===== config.mk =====
export PLATFORM = sky130hd
export DESIGN_NAME = bram_frame_reader
export DESIGN_NICKNAME = d
export VERILOG_FILES = /design/src/rtl/bram_rd_pkg.sv /design/src/rtl/bram_rd_skid_fifo.sv /design/src/rtl/bram_frame_reader.sv
export SDC_FILE = /design/constraint.sdc
export NUM_CORES = 1
export LEC_CHECK = 0
export BUFFER_PORTS_ARGS = -buffer_cell sky130_fd_sc_hd__buf_2
export CAP_MARGIN = 5
export CORE_MARGIN = 2
export CORE_UTILIZATION = 55
export CTS_CLUSTER_DIAMETER = 60
export DETAILED_ROUTE_END_ITERATION = 12
export GPL_TIMING_DRIVEN = 0
export PLACE_DENSITY = 0.72
export RECOVER_POWER = 100
export SETUP_SLACK_MARGIN = 0.3
export SLEW_MARGIN = 20
export SYNTH_ARGS = -nofsm -noshare
export SYNTH_HDL_FRONTEND = slang
export SYNTH_HIERARCHICAL = 1
export SYNTH_SLANG_ARGS = --single-unit
export TNS_END_PERCENT = 30

===== constraint.sdc =====
create_clock -name clock -period 5.9 [get_ports clock]
set_input_delay 0.59 -clock clock [delete_from_list [all_inputs] [get_ports clock]]
set_output_delay 0.59 -clock clock [all_outputs]
set_load 0.1 [all_outputs]

===== src/rtl/bram_rd_pkg.sv =====
// Shared definitions for the BRAM frame reader: FSM encoding, default
// BRAM read latency and a FIFO depth sanity helper.
package bram_rd_pkg;

    typedef enum logic [1:0] {
        ST_IDLE  = 2'd0,
        ST_ISSUE = 2'd1,
        ST_DRAIN = 2'd2
    } rd_state_e;

    // Must match the latency of the BRAM wrapper (addr reg, out reg, q reg).
    localparam int DEF_RD_LATENCY = 3;

    function automatic bit fifo_depth_ok(input int depth);
        return depth >= 1;
    endfunction

endpackage


===== src/rtl/bram_rd_skid_fifo.sv =====
// Small first-word-fall-through skid FIFO that absorbs BRAM reads already in
// flight when the downstream consumer stalls.
module bram_rd_skid_fifo #(
    parameter int DATA_WIDTH = 256,
    parameter int DEPTH      = 4,
    localparam int PW        = (DEPTH > 1) ? $clog2(DEPTH) : 1,
    localparam int CW        = $clog2(DEPTH + 1)
) (
    input  logic                  clock,
    input  logic                  rst_n,
    input  logic                  push,
    input  logic [DATA_WIDTH-1:0] din,
    input  logic                  pop,
    output logic [DATA_WIDTH-1:0] dout,
    output logic                  full,
    output logic                  empty,
    output logic [CW-1:0]         count
);

    logic [DEPTH-1:0][DATA_WIDTH-1:0] mem;
    logic [PW-1:0] wr_ptr, rd_ptr;
    logic          do_push, do_pop;

    assign full    = (count == CW'(DEPTH));
    assign empty   = (count == '0);
    assign do_pop  = pop && !empty;
    assign do_push = push && (!full || do_pop);
    assign dout    = mem[rd_ptr];

    // Storage, pointers and occupancy; storage is cleared so the head reads 0 after reset.
    always_ff @(posedge clock or negedge rst_n) begin
        if (!rst_n) begin
            mem    <= '0;
            wr_ptr <= '0;
            rd_ptr <= '0;
            count  <= '0;
        end else begin
            if (do_push) begin
                mem[wr_ptr] <= din;
                wr_ptr      <= (wr_ptr == PW'(DEPTH - 1)) ? '0 : wr_ptr + PW'(1);
            end
            if (do_pop)
                rd_ptr <= (rd_ptr == PW'(DEPTH - 1)) ? '0 : rd_ptr + PW'(1);
            count <= count + CW'(do_push) - CW'(do_pop);
        end
    end

endmodule


===== src/rtl/bram_frame_reader.sv =====
// Reads LENGTH consecutive BRAM words from a base address (wrapping) and
// streams them out valid/ready with a last marker. Issue is throttled by
// credits so in-flight reads always have a FIFO slot waiting for them.
module bram_frame_reader
    import bram_rd_pkg::*;
#(
    parameter int DATA_WIDTH = 256,
    parameter int NUMWORDS   = 256,
    parameter int RD_LATENCY = DEF_RD_LATENCY,
    parameter int FIFO_DEPTH = 4,
    localparam int AW        = $clog2(NUMWORDS)
) (
    input  logic                  clock,
    input  logic                  rst_n,
    input  logic                  start,
    input  logic [AW-1:0]         base_addr,
    input  logic [AW:0]           length,
    output logic                  busy,
    output logic                  done,
    output logic [AW-1:0]         rdaddress,
    input  logic [DATA_WIDTH-1:0] q,
    output logic [DATA_WIDTH-1:0] m_data,
    output logic                  m_valid,
    input  logic                  m_ready,
    output logic                  m_last
);

    localparam int FD = fifo_depth_ok(FIFO_DEPTH) ? FIFO_DEPTH : 1;
    localparam int CW = $clog2(FD + 1);
    localparam int IW = $clog2(RD_LATENCY + 1);

    rd_state_e             state_q, state_d;
    logic [AW-1:0]         addr_q;
    logic [AW:0]           len_q, issue_cnt, out_cnt, last_idx;
    logic [RD_LATENCY-1:0] vld_pipe;
    logic [IW-1:0]         inflight_cnt;
    logic                  busy_q, done_q;
    logic                  start_acc, issue, push, pop, last_hs;
    logic                  fifo_full, fifo_empty;
    logic [CW-1:0]         fifo_cnt;

    assign last_idx  = len_q - (AW+1)'(1);
    assign start_acc = start && !busy_q;
    assign push      = vld_pipe[RD_LATENCY-1];
    assign pop       = m_valid && m_ready;
    assign last_hs   = pop && (out_cnt == last_idx);

    assign busy      = busy_q;
    assign done      = done_q;
    assign rdaddress = addr_q;
    assign m_valid   = !fifo_empty;
    assign m_last    = m_valid && (out_cnt == last_idx);

    // Next state plus the credit-gated issue decision (a same-cycle pop frees a slot).
    always_comb begin
        state_d = state_q;
        issue   = 1'b0;
        case (state_q)
            ST_IDLE: begin
                if (start_acc && length != '0)
                    state_d = ST_ISSUE;
            end
            ST_ISSUE: begin
                issue = (int'(inflight_cnt) + int'(fifo_cnt) - int'(pop)) < FD;
                if (issue && issue_cnt == last_idx)
                    state_d = ST_DRAIN;
            end
            ST_DRAIN: begin
                if (last_hs)
                    state_d = ST_IDLE;
            end
            default: state_d = ST_IDLE;
        endcase
    end

    // State register.
    always_ff @(posedge clock or negedge rst_n) begin
        if (!rst_n) state_q <= ST_IDLE;
        else        state_q <= state_d;
    end

    // Frame parameters, address/counters, read-valid pipe and busy/done handshake.
    always_ff @(posedge clock or negedge rst_n) begin
        if (!rst_n) begin
            addr_q       <= '0;
            len_q        <= '0;
            issue_cnt    <= '0;
            out_cnt      <= '0;
            vld_pipe     <= '0;
            inflight_cnt <= '0;
            busy_q       <= 1'b0;
            done_q       <= 1'b0;
        end else begin
            done_q <= 1'b0;
            if (start_acc) begin
                busy_q <= 1'b1;
                done_q <= (length == '0);
                // A zero-length frame leaves the read address untouched.
                if (length != '0) begin
                    addr_q    <= base_addr;
                    len_q     <= length;
                    issue_cnt <= '0;
                    out_cnt   <= '0;
                end
            end else if (done_q) begin
                busy_q <= 1'b0;
            end else if (state_q == ST_DRAIN && last_hs) begin
                done_q <= 1'b1;
            end

            if (issue) begin
                addr_q    <= (addr_q == AW'(NUMWORDS - 1)) ? '0 : addr_q + AW'(1);
                issue_cnt <= issue_cnt + (AW+1)'(1);
            end
            if (pop)
                out_cnt <= out_cnt + (AW+1)'(1);

            vld_pipe     <= (vld_pipe << 1) | RD_LATENCY'(issue);
            inflight_cnt <= inflight_cnt + IW'(issue) - IW'(push);
        end
    end

    // Credits must make an overflowing capture impossible.
    always_ff @(posedge clock) begin
        if (rst_n)
            assert (!(push && fifo_full && !pop))
                else $error("bram_frame_reader: capture into full skid fifo");
    end

    bram_rd_skid_fifo #(
        .DATA_WIDTH (DATA_WIDTH),
        .DEPTH      (FD)
    ) u_skid (
        .clock (clock),
        .rst_n (rst_n),
        .push  (push),
        .din   (q),
        .pop   (pop),
        .dout  (m_data),
        .full  (fifo_full),
        .empty (fifo_empty),
        .count (fifo_cnt)
    );

endmodule


# Yosys cells after proc, flatten, opt, wreduce, memory -nomap -nowiden
# Cells that the tools add are included.
classes:
  n_eq_ne: 11
  order_cmp: 4
  mux: 25
  n_addsub: 12
  bitwise: 1
  reduce_logical: 27
ops:
  columns: ["op", "n"]
  rows:
  - ["$bwmux W1024", 1]
  - ["$bmux W256 S2", 1]
  - ["$demux W256 S2", 1]
  - ["$mux W256", 2]
  - ["$mux W9", 4]
  - ["$mux W8", 4]
  - ["$add A9 B1 Y9 const B", 2]
  - ["$eq A9 B9 Y1", 2]
  - ["$logic_and A1 B1 Y1", 10]
  - ["$mux W2", 5]
  - ["$reduce_bool A2 Y1", 5]
  - ["$logic_not A9 Y1", 1]
  - ["$reduce_bool A9 Y1", 1]
  - ["$sub A9 B1 Y9 const B", 1]
  - ["$add A8 B1 Y8 const B", 1]
  - ["$eq A8 B8 Y1 const B", 1]
  - ["$eq A2 B2 Y1 const B", 3]
  - ["$lt A2 B3 Y1 const B", 2]
  - ["$mux W1", 6]
  - ["$ne A2 B2 Y1 const B", 3]
  - ["$pmux W2 S3", 1]
  - ["$reduce_and A2 Y1", 3]
  - ["$lt A5 B4 Y1 const B", 1]
  - ["$sub A4 B1 Y5", 1]
  - ["15 further kinds", 18]
totals:
  in_bits: 277
  output_inout_bits: 268
  regBits: 1075
  wordCells: 96

# Longest topological paths before layout
logic_depth:
  depth_word: 8
  mapped_depth: 13
  mapped_depth_nobuf: 12

# By module
# The synthesis kept the hierarchy.
by_module_without_submodules:
  columns: ["module", "seq_area_each_um2", "instances", "cells_per_inst", "area_per_inst_um2"]
  rows:
  - ["bram_rd_skid_fifo", 25799.7, 1, 2516, 44750.4]
  - ["bram_frame_reader", 1101.1, 1, 328, 2835.2]

# Least setup slack after synthesis
# OpenSTA, ideal clock, no wires.
synth_path:
  path_kind: "register -> output"
  startpoint: "register len_q[0]"
  endpoint: "output m_last"
  n_path_buf: 2
  t_required_ps: 5310
  stages_incl_launch_ff: 8
  slack_ps: 2423
  t_arrival_ps: 2887
  cell_sequence: "dfrtp_1 -> buf_6 -> or4_4 -> buf_6 -> nor4_4 -> nand3_1 -> a32o_1 -> nor2_1"
synth_between:
  elab_chain_cells: 3
synth_rtl:
  columns: ["item", "line", "text"]
  rows:
  - ["start, declared", "bram_frame_reader.sv:34", "logic [AW:0] len_q, issue_cnt, out_cnt, last_idx;"]
  - ["start signal, assigned", "bram_frame_reader.sv:101", "len_q <= length;"]
  - ["$sub A9 B1 Y9", "bram_frame_reader.sv:42", "assign last_idx = len_q - (AW+1)'(1);"]
  - ["$eq A9 B9 Y1", "bram_frame_reader.sv:52", "assign m_last = m_valid && (out_cnt == last_idx);"]
  - ["$logic_and A1 B1 Y1", "bram_frame_reader.sv:52", null]
  - ["end, declared", "bram_frame_reader.sv:25", "output logic m_last"]
# Every way passes these cells.

# Worst setup path in the final report
layout_path:
  startpoint: "register u_skid.rd_ptr[0]"
  endpoint: "output m_data[135]"
layout_between:
  elab_chain_cells: 2
layout_rtl:
  columns: ["item", "line", "text"]
  rows:
  - ["start, declared", "bram_rd_skid_fifo.sv:21", "logic [PW-1:0] wr_ptr, rd_ptr;"]
  - ["start signal, assigned", "bram_rd_skid_fifo.sv:43", "rd_ptr <= (rd_ptr == PW'(DEPTH - 1)) ? '0 : rd_ptr + PW'(1);"]
  - ["$bmux W256 S2", "bram_rd_skid_fifo.sv:28", "assign dout = mem[rd_ptr];"]
  - ["$mux W256 (not written as such)", "bram_rd_skid_fifo.sv:28", null]
  - ["end, declared", "bram_frame_reader.sv:22", "output logic [DATA_WIDTH-1:0] m_data,"]
# Every way passes these cells. The select of a mux whose other input is x is not followed.

==> results_tabular.tex <==
\begin{tabular}{lr}
\hline
Metric & Value \\
\hline
\multicolumn{2}{l}{\textbf{Floorplanning}} \\
Num ports & 545 \\
Area of the core & 85,400 µm² \\
Std-Cell Rows & 107 \\
Die ar. & 88,900 µm² \\
Initial core utilization & 0.557 \\
Die Y-Extent & 298 µm \\
Die Wd & 298 µm \\
\multicolumn{2}{l}{\textbf{STA}} \\
Crit share post-route & 0.816 \\
Hold Vio Cnt, Final & 0 \\
Final number of max-transition violations & 373 \\
Least-Margin Pin Slew & 3390 ps \\
Count of final setup violators & 0 \\
Min cycle time layout & 4810 ps \\
Final worst hold slack & 127 ps \\
Final Skew & 29.8 ps \\
Slew Limit Headroom & -1.26 \\
RSZ-0062 raised after global routing & false \\
Setup TNS & 0 ps \\
Fmax & 208 MHz \\
\multicolumn{2}{l}{\textbf{Global route}} \\
GRT overflow & 0 \\
First-pass GRT wire length & 181,000 µm \\
Via count of the first global-routing pass & 30,700 \\
Tot GR Track Use & 0.263 \\
Number of antenna violations at the first check in global routing & 55 \\
Largest net degree at the start of global routing & 153 \\
\multicolumn{2}{l}{\textbf{Power and ir drop}} \\
Power per cell area & 542 nW/µm² \\
Leakage power figure & 0.0224 µW \\
Worst vdd ir & 539 µV \\
\multicolumn{2}{l}{\textbf{Detailed routing}} \\
Post-route DRC violation count & 0 \\
DRC marker count from the first detailed-route iteration & 1,544 \\
Routed wirelength normalized by instance count & 24.5 µm \\
DRT Wirelength & 117,000 µm \\
Via Count & 27,900 \\
Number of optimization iterations in the first detailed-route pass & 5 \\
Avg Vias per Cell & 5.83 \\
Number of nets still failing antenna checks after routing & 0 \\
\multicolumn{2}{l}{\textbf{Run}} \\
Max-cap violation count & 4 \\
\multicolumn{2}{l}{\textbf{Critical path}} \\
Data arrival time of the worst path & 4220 ps \\
Element type at the critical path end & output pin \\
Family of cells with the greatest summed delay on the critical path & buffers and inverters \\
Critical path start-end classification & reg2out \\
Cell Chain, Critical Path & buf\_2 -> clkbuf\_1 -> clkbuf\_1 -> mux4\_2 -> clkbuf\_1 \\
Data required time at the worst endpoint & 5310 ps \\
CP Depth & 5 \\
Delay contributed by the slowest stage of the critical path & 1000 ps \\
Critical path buffer and inverter count & 4 \\
Crit-path max FO & 10 \\
Launching element type of the critical path & flop \\
Slowest stage cell, crit path & sky130\_fd\_sc\_hd\_\_clkbuf\_1 \\
Most used cell along the critical path & sky130\_fd\_sc\_hd\_\_clkbuf\_1 \\
Reg2reg path depth & 8 \\
\multicolumn{2}{l}{\textbf{Status}} \\
Result of the run & complete, but fails checks \\
Failing checks & max-capacitance violations, max-slew violations \\
\multicolumn{2}{l}{\textbf{Cells and area}} \\
Fillers & 6,208 \\
Multi-input gate area in the final layout & 19,100 µm² \\
Fraction of final layout cells with drive strength greater than 1 & 0.501 \\
Final Net Count & 3,807 \\
P\&R area growth vs syn & 15.5\% \\
Seq. cell area & 26,900 µm² \\
\multicolumn{2}{l}{\textbf{Synth}} \\
Post-synth net total & 3,138 \\
Mean cell area of the mapped netlist & 16.7 µm² \\
Total standard cell area after synthesis & 47,600 µm² \\
Number of warnings printed during yosys synthesis & 6 \\
Gate count after technology mapping & 2,843 \\
\multicolumn{2}{l}{\textbf{Placement}} \\
Half-perimeter wire length after detailed placement & 82,400 µm \\
Final weighted congestion of routability-driven global placement & 0.861 \\
Count of input and output buffers & 544 \\
\multicolumn{2}{l}{\textbf{Clock tree}} \\
Resized cells post-CTS & 0 \\
Total number of H-tree levels & 3 \\
Clock transition at the registers of the reported paths & 60 ps \\
Source-to-sink clock delay at the later pin of the worst-skew pair & 680 ps \\
Root buffer cell & sky130\_fd\_sc\_hd\_\_clkbuf\_16 \\
CTS Buffer Depth & 3 \\
Cts bufs inserted & 114 \\
Clock Sinks & 1,075 \\
TritonCTS clock tree & done \\
\multicolumn{2}{l}{\textbf{Min path}} \\
Cell depth of the worst hold path & 3 \\
Hold/Removal Path Class & in2reg \\
\hline
\end{tabular}
## tightest hold or removal path: stages
cell,delay (ps)
sky130_fd_sc_hd__buf_2,90
sky130_fd_sc_hd__nand2_1,40
sky130_fd_sc_hd__nand2_1,50
## worst paths after layout
path / startpoint / to / slack (ps)
min in group asynchronous: rst_n / u_skid/mem[355] / 390
hold reg to reg: vld_pipe[1] / vld_pipe[2] / 350
setup reg to reg: u_skid/count[1] / u_skid/mem[834] / 1410
max in group asynchronous: rst_n / u_skid/mem[485] / 1750
setup / recovery: u_skid/rd_ptr[0] / m_data[135] / 1090
hold / removal: length[6] / len_q[6] / 130
## where the power goes
| part | internal (µW) | switching (µW) |
|---|---|---|
| clock | 4530 | 2940 |
| sequential | 8000 | 385 |
| combinational | 2910 | 11000 |
| total | 15400 | 14300 |
## flip-flops by register name, summed over array words and instances (netlist names)
name,count
busy,1
done,1
inflight_cnt,2
issue_cnt,9
len_q,9
out_cnt,9
rdaddress,8
state_q,2
u_skid/count,3
u_skid/mem,1024
u_skid/rd_ptr,2
u_skid/wr_ptr,2
vld_pipe,3
## per-stage QoR
step	std cells	setup WS [ps]	utilization	power, µW	area, µm²
final	4778	1090	0.643	29800	54900
after detailed placement	4539	2020	0.608	22800	52000
after CTS	4747	1550	0.655	30300	56000
after global routing	4776	821	0.643	30800	54900
after global placement	4531	-16770	0.606	22600	51700
after floorplan	2843	2420	-	20200	47600
## cells in the final DEF, fill, tap and decap left out, types with 8 or more instances in the layout
master,n
sky130_fd_sc_hd__a21oi_1,14
sky130_fd_sc_hd__a31oi_1,13
sky130_fd_sc_hd__and3_1,11
sky130_fd_sc_hd__buf_2,314
sky130_fd_sc_hd__bufinv_16,13
sky130_fd_sc_hd__clkbuf_1,424
sky130_fd_sc_hd__clkbuf_16,117
sky130_fd_sc_hd__clkbuf_8,27
sky130_fd_sc_hd__clkinv_2,13
sky130_fd_sc_hd__dfrtp_1,1075
sky130_fd_sc_hd__diode_2,31
sky130_fd_sc_hd__ha_1,17
sky130_fd_sc_hd__inv_1,31
sky130_fd_sc_hd__mux2_2,1023
sky130_fd_sc_hd__mux4_2,256
sky130_fd_sc_hd__nand2_1,52
sky130_fd_sc_hd__nand2b_1,10
sky130_fd_sc_hd__nand3_1,13
sky130_fd_sc_hd__nor2_1,22
sky130_fd_sc_hd__o21ai_0,29
sky130_fd_sc_hd__xnor2_1,16
sky130_fd_sc_hd__xor2_1,8
## what timing repair did
action | in CTS | in global routing
setup buffers | 0 | 0
hold buffers | 1 | 0
endpoints found under the hold margin | 44 | 0
## area by class of cell
type,instances,area share
clock buffer,164,0.0612
antenna,31,0.00141
multi-input combinational,1552,0.347
buffer,184,0.0139
inverter,32,0.00219
timing repair buffer,553,0.0471
clock inverter,43,0.0114
sequential,1075,0.490
tap,1144,0.0261
## per-layer routing
layer | global-route usage | up-vias | share of wire
met2 | 0.439 | 773 | 0.51
met5 | 0 | - | 0.0019
met1 | 0.328 | 14800 | 0.39
met3 | 0.0637 | 237 | 0.060
li1 | - | 12000 | -
met4 | 0.116 | 36 | 0.037
Power figures use the tool's default switching activity.
